<file path="src/rtl/rx_timer_pkg.sv">
// rx_timer shared types and default parameters.
// Optional resync feature: RX_TIMER_RESYNC_EN.
package rx_timer_pkg;

    localparam int DEF_CLKS_PER_BIT  = 8;
    localparam int DEF_SAMPLE_POINT  = 3;
    localparam int DEF_BITS_PER_BYTE = 8;
    localparam int CNT_BITS          = 4;

    typedef enum logic [1:0] {
        IDLE      = 2'd0,
        TIMING    = 2'd1,
        BYTE_DONE = 2'd2
    } rx_state_e;

endpackage

</file>
<file path="src/rtl/rx_timer_flex_counter.sv">
// Generic rollover counter used by rx_timer.
// Counts 1..rollover_val; clear wins over count_enable.
module flex_counter
    import rx_timer_pkg::*;
#(
    parameter int NUM_CNT_BITS = CNT_BITS
) (
    input  logic                    clk,
    input  logic                    n_rst,
    input  logic                    clear,
    input  logic                    count_enable,
    input  logic [NUM_CNT_BITS-1:0] rollover_val,
    output logic [NUM_CNT_BITS-1:0] count_out
);

    logic [NUM_CNT_BITS-1:0] count_q;
    logic [NUM_CNT_BITS-1:0] count_d;

    // Next count: clear, hold, increment or wrap back to 1.
    always_comb begin
        count_d = count_q;
        if (clear) begin
            count_d = '0;
        end else if (count_enable) begin
            if (count_q >= rollover_val) begin
                count_d = NUM_CNT_BITS'(1);
            end else begin
                count_d = count_q + 1'b1;
            end
        end
    end

    // Count register.
    always_ff @(posedge clk or negedge n_rst) begin
        if (!n_rst) begin
            count_q <= '0;
        end else begin
            count_q <= count_d;
        end
    end

    assign count_out = count_q;

endmodule

</file>
<file path="src/rtl/rx_timer.sv">
// Serial receive bit/byte timer.
// Define RX_TIMER_RESYNC_EN to let d_edge re-centre bit timing.
module rx_timer
    import rx_timer_pkg::*;
#(
    parameter int CLKS_PER_BIT  = DEF_CLKS_PER_BIT,
    parameter int SAMPLE_POINT  = DEF_SAMPLE_POINT,
    parameter int BITS_PER_BYTE = DEF_BITS_PER_BYTE
) (
    input  logic       clk,
    input  logic       n_rst,
    input  logic       enable_timer,
    input  logic       d_edge,
    input  logic       clear_byte,
    output logic       shift_enable,
    output logic       byte_received,
    output logic [3:0] bit_count
);

    localparam logic [3:0] CLK_ROLL = 4'(CLKS_PER_BIT);
    localparam logic [3:0] SMP_CNT  = 4'(SAMPLE_POINT);
    localparam logic [3:0] BIT_ROLL = 4'(BITS_PER_BYTE);

    rx_state_e  state_q;
    rx_state_e  state_d;
    logic [3:0] clk_cnt;
    logic       abort;
    logic       resync;
    logic       clk_clear;
    logic       bit_clear;

    assign abort = ~enable_timer | clear_byte;

`ifdef RX_TIMER_RESYNC_EN
    assign resync = d_edge & (state_q == TIMING);
`else
    // Edges have no timing effect in this build.
    assign resync = d_edge & 1'b0;
`endif

    assign clk_clear = abort | resync;
    assign bit_clear = abort | (state_q == BYTE_DONE);

    // The strobe comes straight off the count so a
    // coincident resync edge cannot swallow it.
    assign shift_enable = (clk_cnt == SMP_CNT)
                        & enable_timer
                        & ~clear_byte;

    assign byte_received = (state_q == BYTE_DONE);

    flex_counter #(
        .NUM_CNT_BITS (CNT_BITS)
    ) u_clk_cnt (
        .clk          (clk),
        .n_rst        (n_rst),
        .clear        (clk_clear),
        .count_enable (enable_timer),
        .rollover_val (CLK_ROLL),
        .count_out    (clk_cnt)
    );

    flex_counter #(
        .NUM_CNT_BITS (CNT_BITS)
    ) u_bit_cnt (
        .clk          (clk),
        .n_rst        (n_rst),
        .clear        (bit_clear),
        .count_enable (shift_enable),
        .rollover_val (BIT_ROLL),
        .count_out    (bit_count)
    );

    // Next state: abort returns to IDLE from anywhere.
    always_comb begin
        state_d = state_q;
        if (abort) begin
            state_d = IDLE;
        end else begin
            unique case (state_q)
                IDLE: begin
                    state_d = TIMING;
                end
                TIMING: begin
                    if (bit_count == BIT_ROLL) begin
                        state_d = BYTE_DONE;
                    end
                end
                BYTE_DONE: begin
                    state_d = TIMING;
                end
                default: begin
                    state_d = IDLE;
                end
            endcase
        end
    end

    // State register.
    always_ff @(posedge clk or negedge n_rst) begin
        if (!n_rst) begin
            state_q <= IDLE;
        end else begin
            state_q <= state_d;
        end
    end

endmodule

</file>
<file path="config.mk">
export PLATFORM = sky130hd
export DESIGN_NAME = rx_timer
export DESIGN_NICKNAME = d
export VERILOG_FILES = /design/src/rtl/rx_timer_pkg.sv /design/src/rtl/rx_timer_flex_counter.sv /design/src/rtl/rx_timer.sv
export SDC_FILE = /design/constraint.sdc
export NUM_CORES = 1
export LEC_CHECK = 0
export ABC_AREA = 1
export BUFFER_PORTS_ARGS = -buffer_cell sky130_fd_sc_hd__buf_2
export CORE_AREA = 5 5 42 44
export CTS_CLUSTER_SIZE = 24
export DETAILED_ROUTE_END_ITERATION = 6
export DIE_AREA = 0 0 47 49
export PLACE_DENSITY = 0.66
export SYNTH_ARGS = -nofsm -noshare
export SYNTH_HDL_FRONTEND = slang
export SYNTH_SLANG_ARGS = --single-unit
</file>
<file path="constraint.sdc">
create_clock -name clk -period 3.2 [get_ports clk]
set_input_delay 0.8 -clock clk [delete_from_list [all_inputs] [get_ports clk]]
set_output_delay 0.8 -clock clk [all_outputs]
set_load 0.005 [all_outputs]
</file>
; After elaboration in Yosys (flattened, before gate mapping)
; Index checks and enable logic that the tools add are counted.
[totals]
register_bits = 10
latch_bits = 0
ramBits = 0
mem_bits_ro = 0
input_bits = 5
out_inout_bits = 6
mem_count = 0
[classes]
add_sub_neg = 2
multipliers = 0
div = 0
n_lt_le_gt_ge = 2
eq_ne = 5
shift = 0
n_mux = 9
bitwise_logic = 6
n_reduce_logical = 4
[ops]
columns = cell, n
row1 = two-way mux 4 bit, 6
row2 = adder 4 x 1 -> 4 bit (second input constant), 2
row3 = greater-or-equal comparator 4 bit (second input constant), 2
row4 = equality test 4 x 2 -> 1 bit (second input constant), 1
row5 = equality test 4 bit (second input constant), 1
row6 = two-way mux 2 bit, 2
row7 = case mux 2 bit (2 select lines), 1
row8 = nonzero test 2 bit, 2
row9 = inequality test 3 bit (second input constant), 1
row10 = AND 1 bit, 2
row11 = equality test 2 x 1 -> 1 bit (second input constant), 1
row12 = equality test 2 bit (second input constant), 1
row13 = logical NOT 2 bit, 1
row14 = inverter 1 bit, 2
row15 = bitwise OR 1 bit, 2
row16 = OR reduction 2 bit, 1

; Logic depth before layout (Yosys ltp)
[depth]
word_depth = 5
depth_mapped = 7

; Cells and area by module
; Synthesis repeated with hierarchy kept, for this count alone.
[hier_totals]
cells_unflattened = 115
area_unflattened_um2 = 804.5
[by_module_without_submodules]
columns = mod, instances, cells_each, area_each_um2
row1 = flex_counter, 2, 45, 329.1
row2 = rx_timer, 1, 25, 146.4

; Worst setup path before layout
; No wires, ideal clock.
[synth_timing]
path_kind = input -> output
from = input clear_byte
to = output shift_enable
arrival_time_ps = 1098
t_required_ps = 2400
path_slack_ps = 1302
cell_stages = 3
cell_sequence = inv_1 -> nand3_1 -> nor2_4
[synth_between]
elab_chain_len = 2
[synth_lines]
columns = element, line
row1 = start: declaration, rx_timer.sv:14  ; input logic clear_byte,
row2 = inverter 1 bit, rx_timer.sv:48  ; & ~clear_byte;
row3 = AND 1 bit, rx_timer.sv:48
row4 = end: declaration, rx_timer.sv:15  ; output logic shift_enable,
; No other way between the ends.

; Worst setup path in the final report
; Ends and elaborated chain as after synthesis.

==> reports/metrics.csv <==
stage,metric,value,unit
worst_setup_path,"Req. time, crit path",2400,ps
worst_setup_path,"slowest stage delay, CP",170,ps
placement,Final HPWL DP,835,µm
timing,fin crit share,0.691,
synth,Yosys top cell area share,0.457,
synth,sequential element share of the synthesized area,0.457,
synth,commonest cells in the netlist,"nand2_1 (17), inv_1 (14), nand3_1 (11)",
grt,vias in the first global route,428,
grt,antenna violations before repair,0,
worst_setup_path,Critical Path Fanout Max,5,
synth,largest cells by area after synthesis,"dfrtp_1 (46%), nand2_1 (12%), nand3_1 (10%)",
drt,Iter 0 DRT Violations,8,
worst_setup_path,CP cell instances,buf_2 -> inv_1 -> nand3_1 -> nor2_4 -> buf_2,
finish,final net count,94,
floorplanning,die span in y,49,µm
worst_setup_path,Setup CP Type,in -> out,
synth,Syn Area/Cell,7.72,µm²
worst_setup_path,CP Capture Type,primary output,
worst_setup_path,CP Launch Type,input port,
placement,# port buffers,9,
drt,Detailed Route WL,1070,µm
synth,number of synthesized flops with an enable pin,0,
timing,post-route minimum period,2210,ps
synth,asr flop ratio synth,1.00,
cts,TritonCTS clock tree,built,
grt,GRT Util Overall,0.104,
floorplanning,initial core utilization,0.391,
synth,"Top FF cell, synth",dfrtp_1,
floorplanning,die area,0.00230,mm²
cts,Clock transition at path regs,60,ps
cts,H-tree levels,1,
finish,Final Util,0.454,
synth,"count leader, synth",nand2_1,
worst_setup_path,arrival time worst endpoint,1410,ps
timing,Slew Limit Fails,0,
cts,postcts setup bufs,0,
run,MaxCap Viol Count,0,
timing,final setup fails,0,
floorplanning,IO Pins,11,
synth,Cells after Synth,71,
cts,cts bufs inserted,3,
synth,Synth Net Count,80,
synth,largest area contributor in the netlist,dfrtp_1,
timing,RSZ-0062 raised after global routing,false,
synth,Synth Cell Area,548,µm²
floorplanning,Die X,47,µm
cts,post_cts resized,0,
floorplanning,core area,0.00140,mm²
grt,final global-route overflow total,0,
status,status,completed,
drt,Pre-Repair DR Iteration Count,6,
finish,final non-filler cell total,99,
floorplanning,Cell Rows,14,
timing,Slew HR,0.840,
worst_setup_path,critical path's slowest cell,nor2_4,
timing,Max Clk Rate,452,MHz
synth,Seq cells post-synth,10,
worst_setup_path,"most used cell, CP",buf_2,
cts,Post-CTS Hold Buffers,0,
cts,CTS root buf,clkbuf_4,
timing,Final Hold Fails,0,
timing,TNS Setup,0,ps
drt,Antenna Nets Post-Route,0,
timing,clk_skew,1.49,ps
grt,largest net degree at the start of global routing,11,
finish,fraction of layout cells with a size suffix above 1,0.205,
cts,Clock Latency Late Sink,250,ps
cts,CTS max path bufs,2,
power,Worst VDD drop,0.000116,V
drt,WL/cell,10.8,µm
power,Pwr Density,353,mW/mm²
synth,Yosys cell types,13,
placement,GPL Wtd Cong,0.785,
drt,routed vias/inst,4.82,
timing,measured slew at the worst slew-check pin,240,ps
finish,area grow syn2layout,16.0,%
drt,vias,477,
synth,synth warn,0,
grt,first-pass GRT wire length,1790,µm
placement,placed insts,96,
drt,# DRC,0,
finish,ant diodes,0,
power,leakage,0.343,nW
min_path,type of the worst min-delay path,in -> async,
cts,clock sink count,10,
timing,worst hold slack,400,ps
==> path summary, 6_finish.rpt <==
path                                                    start                                 end  slack, ps  cells past startpoint
min                                                     n_rst  u_clk_cnt.count_out[1]$_DFFE_PN0P_        400                      1
max                                                clear_byte                        shift_enable        990                      5
min reg2reg                u_clk_cnt.count_out[3]$_DFFE_PN0P_  u_clk_cnt.count_out[3]$_DFFE_PN0P_        450                      1
min in group clk           u_clk_cnt.count_out[3]$_DFFE_PN0P_  u_clk_cnt.count_out[3]$_DFFE_PN0P_        450                      1
max in group asynchronous                               n_rst  u_bit_cnt.count_out[2]$_DFFE_PN0P_       2600                      1
max reg2reg                u_clk_cnt.count_out[1]$_DFFE_PN0P_  u_bit_cnt.count_out[3]$_DFFE_PN0P_       2060                      6
==> worst max-delay path: cells and delay by family <==
family / cells / cell delay, ps
buf+inv: 3 / 310
simple gates: 2 / 310
==> power by group <==
part           internal [mW]  switching [mW]
registers              0.128         0.00157
logic                0.00403         0.00986
clock network         0.0432          0.0375
total                  0.175          0.0489
==> flip-flops by register name, indices dropped and copies added, names as in the netlist <==
name	cells
u_bit_cnt.count_out	4
u_clk_cnt.count_out	4
state_q	2
==> placed cells by master (no fill, tap or decap) <==
cell and instances:
nor2_4 1, nor3_1 1, clkbuf_4 3, nor4_1 1, nor2_1 5, a21oi_1 3
inv_1 14, nor2_2 1, nand2_1 17, nand2_2 1, inv_2 2, ha_1 4
nand3_1 11, buf_2 9, dfrtp_1 10
==> final cells by class <==
| class | instances | area (µm²) |
|---|---|---|
| clock buffers | 3 | 22.5 |
| fillers | 159 | 766 |
| inverters | 16 | 60.1 |
| multi-input cells | 45 | 238 |
| flip-flops and latches | 10 | 250 |
| well taps | 16 | 20.0 |
| repair buffers | 9 | 45.0 |
==> cell families after synthesis <==
logic type,count (synthesis),synth area share
buffers and inverters,16,0.110
DFF,10,0.457
and+or+nand+nor,38,0.315
AOI/OAI and AO/OA,3,0.0274
adders and majority gates,4,0.0913
==> stage by stage <==
step	worst slack (ps)	total power, mW	instance area, µm²
finish	988	0.224	636
global route	905	0.239	636
CTS	979	0.232	636
detailed placement	979	0.146	613
global placement	998	0.146	613
floorplan	1300	0.139	548
==> metal layers <==
layer  vias to the layer above  GRT usage  share of wire
met3                         0     0.0332          0.065
met5                         -          0              0
met4                         0     0.0276              0
met2                        15      0.145           0.42
met1                       220      0.152           0.51
li1                        242          -              -
No activity file was read; power rests on OpenSTA's default activity.
